## config.mk

```make
export PLATFORM = sky130hd
export DESIGN_NAME = router_rx_port
export DESIGN_NICKNAME = d
export VERILOG_FILES = /design/src/rtl/router_rx_port.sv
export SDC_FILE = /design/constraint.sdc
export NUM_CORES = 1
export LEC_CHECK = 0
export BUFFER_PORTS_ARGS = -buffer_cell sky130_fd_sc_hd__buf_2
export CORE_MARGIN = 10
export CORE_UTILIZATION = 35
export CTS_BUF_LIST = sky130_fd_sc_hd__clkbuf_4
export DETAILED_ROUTE_END_ITERATION = 12
export PLACE_DENSITY_LB_ADDON = 0.15
export SYNTH_ARGS = -nofsm -noshare
export SYNTH_HDL_FRONTEND = slang
export SYNTH_SLANG_ARGS = --single-unit
```

## constraint.sdc

```tcl
create_clock -name clk -period 7.1 [get_ports clk]
set_clock_uncertainty 0.1 [all_clocks]
set_input_delay 1.065 -clock clk [delete_from_list [all_inputs] [get_ports clk]]
set_output_delay 1.065 -clock clk [all_outputs]
set_load 0.01 [all_outputs]
```

## src/rtl/router_rx_port.sv

```systemverilog
// router_rx_port: consumer for one router output port. Waits a short delay
// after vld_out rises, then reads header, payload and parity. The payload is
// streamed to a local sink, and address and parity status is reported once
// per packet. A packet that stalls for too long with data pending is dropped
// and flagged with a lost pulse.
//
// state | meaning
// IDLE  | no packet in progress, waiting for vld_out
// DLY   | start delay after vld_out rises, before the first read
// RD    | issuing reads and consuming header / payload / parity
// DONE  | one-cycle status report, then idle or the next packet
module router_rx_port #(
  parameter logic [1:0] PORT_ID   = 2'd0,
  parameter int         START_DLY = 4,
  parameter int         TMO_LIMIT = 29
) (
  input  logic       clk,
  input  logic       rst,
  input  logic       vld_out,
  input  logic [7:0] data_out,
  input  logic       rx_hold,
  output logic       re,
  output logic [7:0] pl_data,
  output logic       pl_valid,
  output logic       pkt_done,
  output logic [5:0] pkt_len,
  output logic       par_err,
  output logic       addr_err,
  output logic       lost
);

  typedef enum logic [1:0] {S_IDLE, S_DLY, S_RD, S_DONE} state_t;

  localparam logic [4:0] DLY_LOAD = 5'(START_DLY);
  localparam logic [4:0] TMO_TC   = 5'(TMO_LIMIT);

  state_t     state_q, state_d;
  logic [4:0] dly_q, dly_d;
  logic [6:0] iss_q, iss_d;
  logic [6:0] rcv_q, rcv_d;
  logic [4:0] tmo_q, tmo_d;
  logic [5:0] len_q, len_d;
  logic [1:0] addr_q, addr_d;
  logic [7:0] xor_q, xor_d;
  logic       hdr_q, hdr_d;
  logic       pend_q, pend_d;
  logic [7:0] pl_data_q, pl_data_d;
  logic       pl_valid_q, pl_valid_d;
  logic [5:0] pkt_len_q, pkt_len_d;
  logic       par_err_q, par_err_d;
  logic       addr_err_q, addr_err_d;
  logic       lost_q, lost_d;

  logic [6:0] limit;
  logic       issue;

  // Until the header is seen only header plus one more byte may be read;
  // afterwards the exact packet length bounds the reads.
  assign limit = hdr_q ? ({1'b0, len_q} + 7'd2) : 7'd2;

  // Read enable: only while reading, data present, sink ready, reads remaining.
  always_comb begin
    re = (state_q == S_RD) & vld_out & ~rx_hold & (iss_q < limit);
  end

  assign issue = re & vld_out;

  // Next-state, counters, byte consumption and status.
  always_comb begin
    state_d    = state_q;
    dly_d      = dly_q;
    iss_d      = iss_q;
    rcv_d      = rcv_q;
    tmo_d      = tmo_q;
    len_d      = len_q;
    addr_d     = addr_q;
    xor_d      = xor_q;
    hdr_d      = hdr_q;
    pend_d     = 1'b0;
    pl_data_d  = pl_data_q;
    pl_valid_d = 1'b0;
    pkt_len_d  = pkt_len_q;
    par_err_d  = par_err_q;
    addr_err_d = addr_err_q;
    lost_d     = 1'b0;

    case (state_q)
      S_IDLE: begin
        if (vld_out) begin
          state_d = S_DLY;
          dly_d   = DLY_LOAD;
          tmo_d   = 5'd0;
        end
      end
      S_DLY: begin
        if (vld_out) tmo_d = tmo_q + 5'd1;
        if (dly_q == 5'd0) state_d = S_RD;
        else               dly_d   = dly_q - 5'd1;
      end
      S_RD: begin
        pend_d = issue;
        if (issue) begin
          iss_d = iss_q + 7'd1;
          tmo_d = 5'd0;
        end else if (vld_out) begin
          tmo_d = tmo_q + 5'd1;
        end
        // data_out carries the byte read in the previous cycle
        if (pend_q) begin
          if (rcv_q == 7'd0) begin
            len_d  = data_out[7:2];
            addr_d = data_out[1:0];
            xor_d  = data_out;
            hdr_d  = 1'b1;
            rcv_d  = 7'd1;
          end else if (rcv_q <= {1'b0, len_q}) begin
            pl_data_d  = data_out;
            pl_valid_d = 1'b1;
            xor_d      = xor_q ^ data_out;
            rcv_d      = rcv_q + 7'd1;
          end else begin
            pkt_len_d  = len_q;
            par_err_d  = (xor_q != data_out);
            addr_err_d = (addr_q != PORT_ID);
            state_d    = S_DONE;
          end
        end
      end
      S_DONE: begin
        iss_d  = 7'd0;
        rcv_d  = 7'd0;
        tmo_d  = 5'd0;
        hdr_d  = 1'b0;
        xor_d  = 8'd0;
        len_d  = 6'd0;
        addr_d = 2'd0;
        if (vld_out) begin
          state_d = S_DLY;
          dly_d   = DLY_LOAD;
        end else begin
          state_d = S_IDLE;
          dly_d   = 5'd0;
        end
      end
      default: state_d = S_IDLE;
    endcase

    // Stall abort: drop the partial packet and return to idle.
    if ((state_q == S_DLY || state_q == S_RD) && tmo_d == TMO_TC) begin
      lost_d     = 1'b1;
      state_d    = S_IDLE;
      dly_d      = 5'd0;
      iss_d      = 7'd0;
      rcv_d      = 7'd0;
      tmo_d      = 5'd0;
      hdr_d      = 1'b0;
      xor_d      = 8'd0;
      len_d      = 6'd0;
      addr_d     = 2'd0;
      pend_d     = 1'b0;
      pl_valid_d = 1'b0;
    end
  end

  // State and datapath registers with asynchronous reset.
  always_ff @(posedge clk or posedge rst) begin
    if (rst) begin
      state_q    <= S_IDLE;
      dly_q      <= 5'd0;
      iss_q      <= 7'd0;
      rcv_q      <= 7'd0;
      tmo_q      <= 5'd0;
      len_q      <= 6'd0;
      addr_q     <= 2'd0;
      xor_q      <= 8'd0;
      hdr_q      <= 1'b0;
      pend_q     <= 1'b0;
      pl_data_q  <= 8'd0;
      pl_valid_q <= 1'b0;
      pkt_len_q  <= 6'd0;
      par_err_q  <= 1'b0;
      addr_err_q <= 1'b0;
      lost_q     <= 1'b0;
    end else begin
      state_q    <= state_d;
      dly_q      <= dly_d;
      iss_q      <= iss_d;
      rcv_q      <= rcv_d;
      tmo_q      <= tmo_d;
      len_q      <= len_d;
      addr_q     <= addr_d;
      xor_q      <= xor_d;
      hdr_q      <= hdr_d;
      pend_q     <= pend_d;
      pl_data_q  <= pl_data_d;
      pl_valid_q <= pl_valid_d;
      pkt_len_q  <= pkt_len_d;
      par_err_q  <= par_err_d;
      addr_err_q <= addr_err_d;
      lost_q     <= lost_d;
    end
  end

  assign pl_data  = pl_data_q;
  assign pl_valid = pl_valid_q;
  assign pkt_done = (state_q == S_DONE);
  assign pkt_len  = pkt_len_q;
  assign par_err  = par_err_q;
  assign addr_err = addr_err_q;
  assign lost     = lost_q;

endmodule

```

==> results.py, run 1 <==
metrics = {
    "timing": {
        "max_freq_ghz": 0.269,
        "post-route-min-period_ps": 3710,
        "report.final.slew_viol_count": 0,
        "setup_viol": 0,
        "final_hold_viol_count": 0,
        "period_share_pct": 52.3,
        "rsz0062_at_grt": "false",
        "tightest_slew_ps": 1160,
        "fin_setup_tns_ps": 0,
        "worst_slack_ps": 3390,
        "slew_headroom_pct": 22.4,
    },
    "yosys": {
        "ys_top_cells_by_count": "62 x dfrtp_1, 41 x nand2_1, 25 x ha_1",
        "yosysSeqAreaShare_pct": 40.5,
        "synthesis.instances": 388,
        "synth_fp_nets": 425,
        "synth.cell_area_mm2": 0.00383,
        "ys.flop_type": "dfrtp_1",
        "ys_ff_latch": 62,
        "avgSynthCellArea_um2": 9.86,
        "yosysUniqueCellTypes": 68,
        "post-synth-top-area-cell": "dfrtp_1",
        "synth_warnings": 0,
        "synth.most_common_cell": "dfrtp_1",
        "synthArstFlopShare_pct": 100,
        "synth.top_cell.area_share_pct": 40.5,
        "netlist_top_cells_area": "dfrtp_1 41%, ha_1 8.2%, nand2_1 4.0%, o21ai_0 2.7%, mux2_2 2.6%",
        "synth_edf_count": 0,
    },
    "cts": {
        "clock_latency_ps": 400,
        "cts_setup_buffers": 0,
        "cts_tree": "yes",
        "cts_root_buf": "clkbuf_4",
        "numCtsBuffers": 9,
        "cts_hold_buf": 0,
        "cts_max_path_buffers": 2,
        "cts.clk_slew.worst_paths_ps": 100,
        "cts_sinks": 62,
        "cts_resized": 0,
        "htree_num_levels": 3,
    },
    "outcome": {
        "outcome": "finished, final reports clean",
    },
    "placed_design": {
        "gp_congestion": 0.800,
        "hpwl_um": 6590,
        "dp_cells": 547,
        "port_buffers": 31,
        "preCtsSetupSlack_ps": 3290,
    },
    "pwr": {
        "leakage_nw": 1.92,
        "powerDensity_mw_per_mm2": 388,
        "irDropWorstVdd_mv": 0.184,
        "power_mw": 1.63,
    },
    "finish": {
        "fin_nets": 455,
        "drive_gt1_share_pct": 17.1,
        "postLayoutCoreUtil_pct": 39.0,
        "num_antenna_cells": 0,
        "area_delta_synth_final_pct": 9.84,
        "final_cells": 562,
    },
    "grt": {
        "grt.busiest_layer": "met2",
        "grt_use_met1_pct": 16.1,
        "grt_overflow": 0,
        "grt_pass1_vias": 2963,
        "grtUsageTotal_pct": 11.8,
        "grtUsageMet3_pct": 2.47,
        "grt_first_pass_wirelength_um": 15200,
        "grt_max_degree": 63,
        "met2_usage_pct": 17.6,
        "grt_antenna_before_repair": 0,
    },
    "drt": {
        "routed_wl_um": 8950,
        "drt_iter0_markers": 124,
        "wire_per_inst_um": 15.9,
        "vias_per_cell": 5.25,
        "drc": 0,
        "ant_nets": 0,
        "vias": 2950,
        "drt-pass1-iter-count": 4,
    },
    "setup_path": {
        "required_ps": 5930,
        "cp_max_fo": 5,
        "path_class": "flop to output port",
        "endpoint_kind": "output port",
        "cp_data_arrival_time_ps": 2550,
        "r2r_slack_ps": 3520,
        "crit_path_start_kind": "flop",
    },
    "die": {
        "die_h_um": 125,
        "dieArea_mm2": 0.0155,
        "core_mm2": 0.0108,
        "initial_core_util_pct": 35.5,
        "rows": 38,
        "die_w_um": 125,
        "pin_count": 32,
    },
    "worst_hold_path": {
        "hp-class": "flop to flop",
    },
    "run": {
        "maxCapViolCount": 0,
    },
}
==> cell type report <==
cell class,count,area [µm²]
Multi-Input combinational cell,290,2120
Fill cell,1072,6590
Sequential cell,62,1550
Tap cell,140,175
Clock inverter,3,12.5
Timing Repair Buffer,33,170
Inverter,22,82.6
Clock buffer,12,90.1
==> kinds of logic (layout without fill, tap and decap cells) <==
group,Yosys count,after routing,synth area share (%)
mux,11,11,3.50
simple gates,139,139,19.6
compound gates,98,98,20.3
xor+xnor,17,17,3.89
buf+inv,36,70,4.02
flops,62,62,40.5
fa+ha+maj,25,25,8.17
==> placed cells by master (no fill, tap or decap), types with 9 or more instances in the layout <==
| cell | instances |
|---|---|
| nor2_1 | 18 |
| xnor2_1 | 11 |
| inv_1 | 19 |
| clkbuf_4 | 12 |
| a211o_1 | 9 |
| ha_1 | 25 |
| buf_2 | 31 |
| mux2_2 | 9 |
| dfrtp_1 | 62 |
| o21ai_0 | 21 |
| nand3_1 | 17 |
| nand2_1 | 41 |
| nand3b_1 | 10 |
| a21oi_1 | 12 |
| o211ai_1 | 10 |
==> registers in the layout (all words and copies together), names as in the netlist <==
| name | cells |
|---|---|
| addr_err | 1 |
| addr_q | 2 |
| rcv_q | 7 |
| hdr_q | 1 |
| pkt_len | 6 |
| par_err | 1 |
| lost | 1 |
| state_q | 2 |
| pend_q | 1 |
| tmo_q | 5 |
| dly_q | 5 |
| pl_valid | 1 |
| len_q | 6 |
| pl_data | 8 |
| xor_q | 8 |
| iss_q | 7 |
==> worst paths after layout <==
path                                        start                     end  depth (start not counted)
min in group asynchronous                     rst    dly_q[1]$_DFFE_PP0P_                          3
hold reg to reg            pkt_len[3]$_DFFE_PP0P_  pkt_len[3]$_DFFE_PP0P_                          2
max in group asynchronous                     rst    iss_q[2]$_DFFE_PP0P_                          3
setup reg to reg             len_q[1]$_DFFE_PP0P_    xor_q[3]$_DFFE_PP0P_                         13
setup / recovery             len_q[3]$_DFFE_PP0P_                      re                          8
hold / removal             pkt_len[3]$_DFFE_PP0P_  pkt_len[3]$_DFFE_PP0P_                          2
==> report_power, final <==
part | switching, mW | internal, mW | total (mW)
registers | 0.121 | 0.469 | 0.590
logic | 0.504 | 0.333 | 0.837
clock network | 0.123 | 0.0794 | 0.202
==> per-layer routing <==
metal  vias to the layer above  share of wire, %
li1                       1487                 -
met1                      1403                51
met2                        54                44
met3                         6               3.9
met4                         0               1.1
met5                         -                 0
==> through the flow <==
stage	area, µm²	hold WS, ps
after floorplan	3830	348
after global placement	4100	356
after detailed placement	4100	367
after CTS	4200	389
after global routing	4200	409
final	4200	381
==> worst max-delay path, stage by stage, from the launching register on <==
cell and delay [ps]:
dfrtp_1 440, inv_1 100, nor4_1 310, nand2_1 120, ha_1 300, nand4_1 90
o211ai_1 450, inv_2 140, buf_2 180
No activity file was read; power rests on OpenSTA's default activity.
==> inputs of run 2 (changes only) <==
- clock period: 7.1 -> 3.5 ns (I/O delays scaled with it)
==> run 2 against run 1 <==
Worst hold slack worse by 370 ps. Power grew 120%. Critical path depth grew 1. Sequential power up 110%. Sequential share of layout area is 1.2 points lower. Register-to-register slack worse by 3300 ps. Wire length fell by 0.32%. Global-route usage increased by 0.071 points. Via count is 1.7% higher. Die area unchanged. Combinational power increased by 120%. Critical path type is now flop to flop. Highest routed layer unchanged.
==> results.py, run 2 (same netlist as run 1, synthesis figures left out) <==
metrics = {
    "die": {
        "core_mm2": 0.0108,
        "die_h_um": 125,
        "rows": 38,
        "initial_core_util_pct": 35.5,
        "dieArea_mm2": 0.0155,
        "pin_count": 32,
        "die_w_um": 125,
    },
    "setup_path": {
        "r2r_slack_ps": 260,
        "reg2regPathDepth": 9,
        "cp_slowest_cell": "o21ai_4",
        "path_class": "flop to flop",
        "cp_num_cells": 9,
        "worstSetupStartpoint": "state_q[0]$_DFFE_PP0P_",
        "cp_data_arrival_time_ps": 3450,
        "critPathTopFamily": "simple AND/OR/NAND/NOR gates",
        "crit_end": "xor_q[2]$_DFFE_PP0P_",
        "required_ps": 3710,
        "max_stage_delay_ps": 480,
        "endpoint_kind": "flop",
        "crit_buf_inv": 1,
        "reg2reg_to": "xor_q[2]$_DFFE_PP0P_",
        "rr_startpoint": "state_q[0]$_DFFE_PP0P_",
        "cp_max_fo": 17,
        "crit_path_start_kind": "flop",
        "path_cells": "inv_1 > ha_1 > or3b_1 > mux2i_4 > o2111ai_4 > or2_1 > o21ai_4 > nor4b_1 > a211o_1",
    },
    "placed_design": {
        "port_buffers": 31,
        "dp_cells": 555,
        "gp_congestion": 0.788,
        "hpwl_um": 6690,
        "placed_area_mm2": 0.00417,
    },
    "pwr": {
        "power.internal_mw": 2.02,
        "leakage_nw": 1.99,
        "power.switching_mw": 1.59,
        "clkPwrFrac_pct": 15.6,
        "power_frac_comb_pct": 50.3,
        "switching_share_pct": 44.1,
        "irDropWorstVdd_mv": 0.336,
        "seqPwrFrac_pct": 34.1,
        "powerDensity_mw_per_mm2": 831,
    },
    "grt": {
        "grt_pass1_vias": 2987,
        "grt_antenna_before_repair": 0,
        "grt_max_degree": 28,
        "grt_overflow": 0,
        "grtUsageTotal_pct": 11.8,
        "grt_first_pass_wirelength_um": 15500,
    },
    "cts": {
        "cts_max_path_buffers": 2,
        "cts_hold_buf": 0,
        "cts_tree": "yes",
        "htree_num_levels": 3,
        "cts_root_buf": "clkbuf_4",
        "cts.clk_slew.worst_paths_ps": 110,
        "cts_sinks": 62,
        "clock_latency_ps": 410,
        "numCtsBuffers": 9,
    },
    "timing": {
        "period_share_pct": 92.5,
        "rsz0062_at_grt": "false",
        "fin_setup_tns_ps": 0,
        "slew_headroom_pct": 57.9,
        "max_freq_ghz": 0.309,
        "tightest_slew_ps": 622,
        "post-route-min-period_ps": 3240,
        "final_hold_viol_count": 0,
        "holdWs_ps": 9.75,
        "setup_viol": 0,
        "report.final.slew_viol_count": 0,
    },
    "run": {
        "maxCapViolCount": 0,
    },
    "drt": {
        "drt-pass1-iter-count": 4,
        "vias": 3000,
        "wire_per_inst_um": 15.6,
        "vias_per_cell": 5.25,
        "ant_nets": 0,
        "drt_iter0_markers": 203,
        "routed_wl_um": 8920,
        "drc": 0,
    },
    "finish": {
        "postLayoutCoreUtil_pct": 40.2,
        "final_cells": 571,
        "final_cell_mix": "62 x dfrtp_1, 41 x nand2_1, 31 x buf_2, 25 x ha_1, 21 x o21ai_0",
        "fin_nets": 463,
        "final_common_cell": "dfrtp_1",
        "drive_gt1_share_pct": 19.5,
        "final_area_mm2": 0.00434,
        "area_delta_synth_final_pct": 13.4,
        "num_antenna_cells": 0,
    },
    "outcome": {
        "outcome": "finished, final reports clean",
    },
    "worst_hold_path": {
        "hp-class": "primary input to async pin",
    },
}
run 2: worst min path at each step:
| stage | to | slack, ps | depth (start not counted) |
|---|---|---|---|
| after floorplan | dly_q[4]$_DFFE_PP0P_ | 350 | 1 |
| after global routing | xor_q[1]$_DFFE_PP0P_ | 10 | 2 |
| after global placement | par_err$_DFFE_PP0P_ | 360 | 2 |
| after detailed placement | pkt_len[1]$_DFFE_PP0P_ | 360 | 2 |
| after CTS | xor_q[1]$_DFFE_PP0P_ | 5 | 2 |
| final | pl_data[6]$_DFFE_PP0P_ | 10 | 2 |
run 2: per-stage QoR:
step	total power [mW]	setup slack, ps
finish	3.60	262
global route	3.98	4.06
CTS	3.65	182
detailed placement	3.06	211
global placement	3.04	215
floorplan	2.53	513
run 2: power by group through the flow:
stage          clock, mW  sequential, mW  combinational, mW
6_report           0.561            1.23               1.82
5_1_grt            0.621            1.28               2.07
4_1_cts            0.586            1.23               1.83
3_5_place_dp           0            1.24               1.82
3_3_place_gp           0            1.24               1.81
2_1_floorplan          0            1.22               1.31
run 2: what timing repair did:
| item | in CTS | in global routing |
|---|---|---|
| gates resized for setup | 0 | 2 |
| endpoints found under the setup margin | 0 | 15 |
| buffers inserted | 0 | 0 |
run 2: final cells by class:
| cell class | instances | area [µm²] |
|---|---|---|
| well taps | 140 | 175 |
| fillers | 1085 | 6450 |
| clock inverters | 7 | 88.8 |
| flip-flops and latches | 62 | 1550 |
| clock buffers | 9 | 67.6 |
| inverters | 22 | 82.6 |
| multi-input cells | 290 | 2130 |
| repair buffers | 41 | 243 |
run 2: layer usage:
layer	vias up	track usage, %	wire (µm)
met2	60	17.8	3890
met1	1422	16.2	4590
met5	-	0	0
li1	1508	-	-
met3	10	2.94	317
met4	0	3.70	125
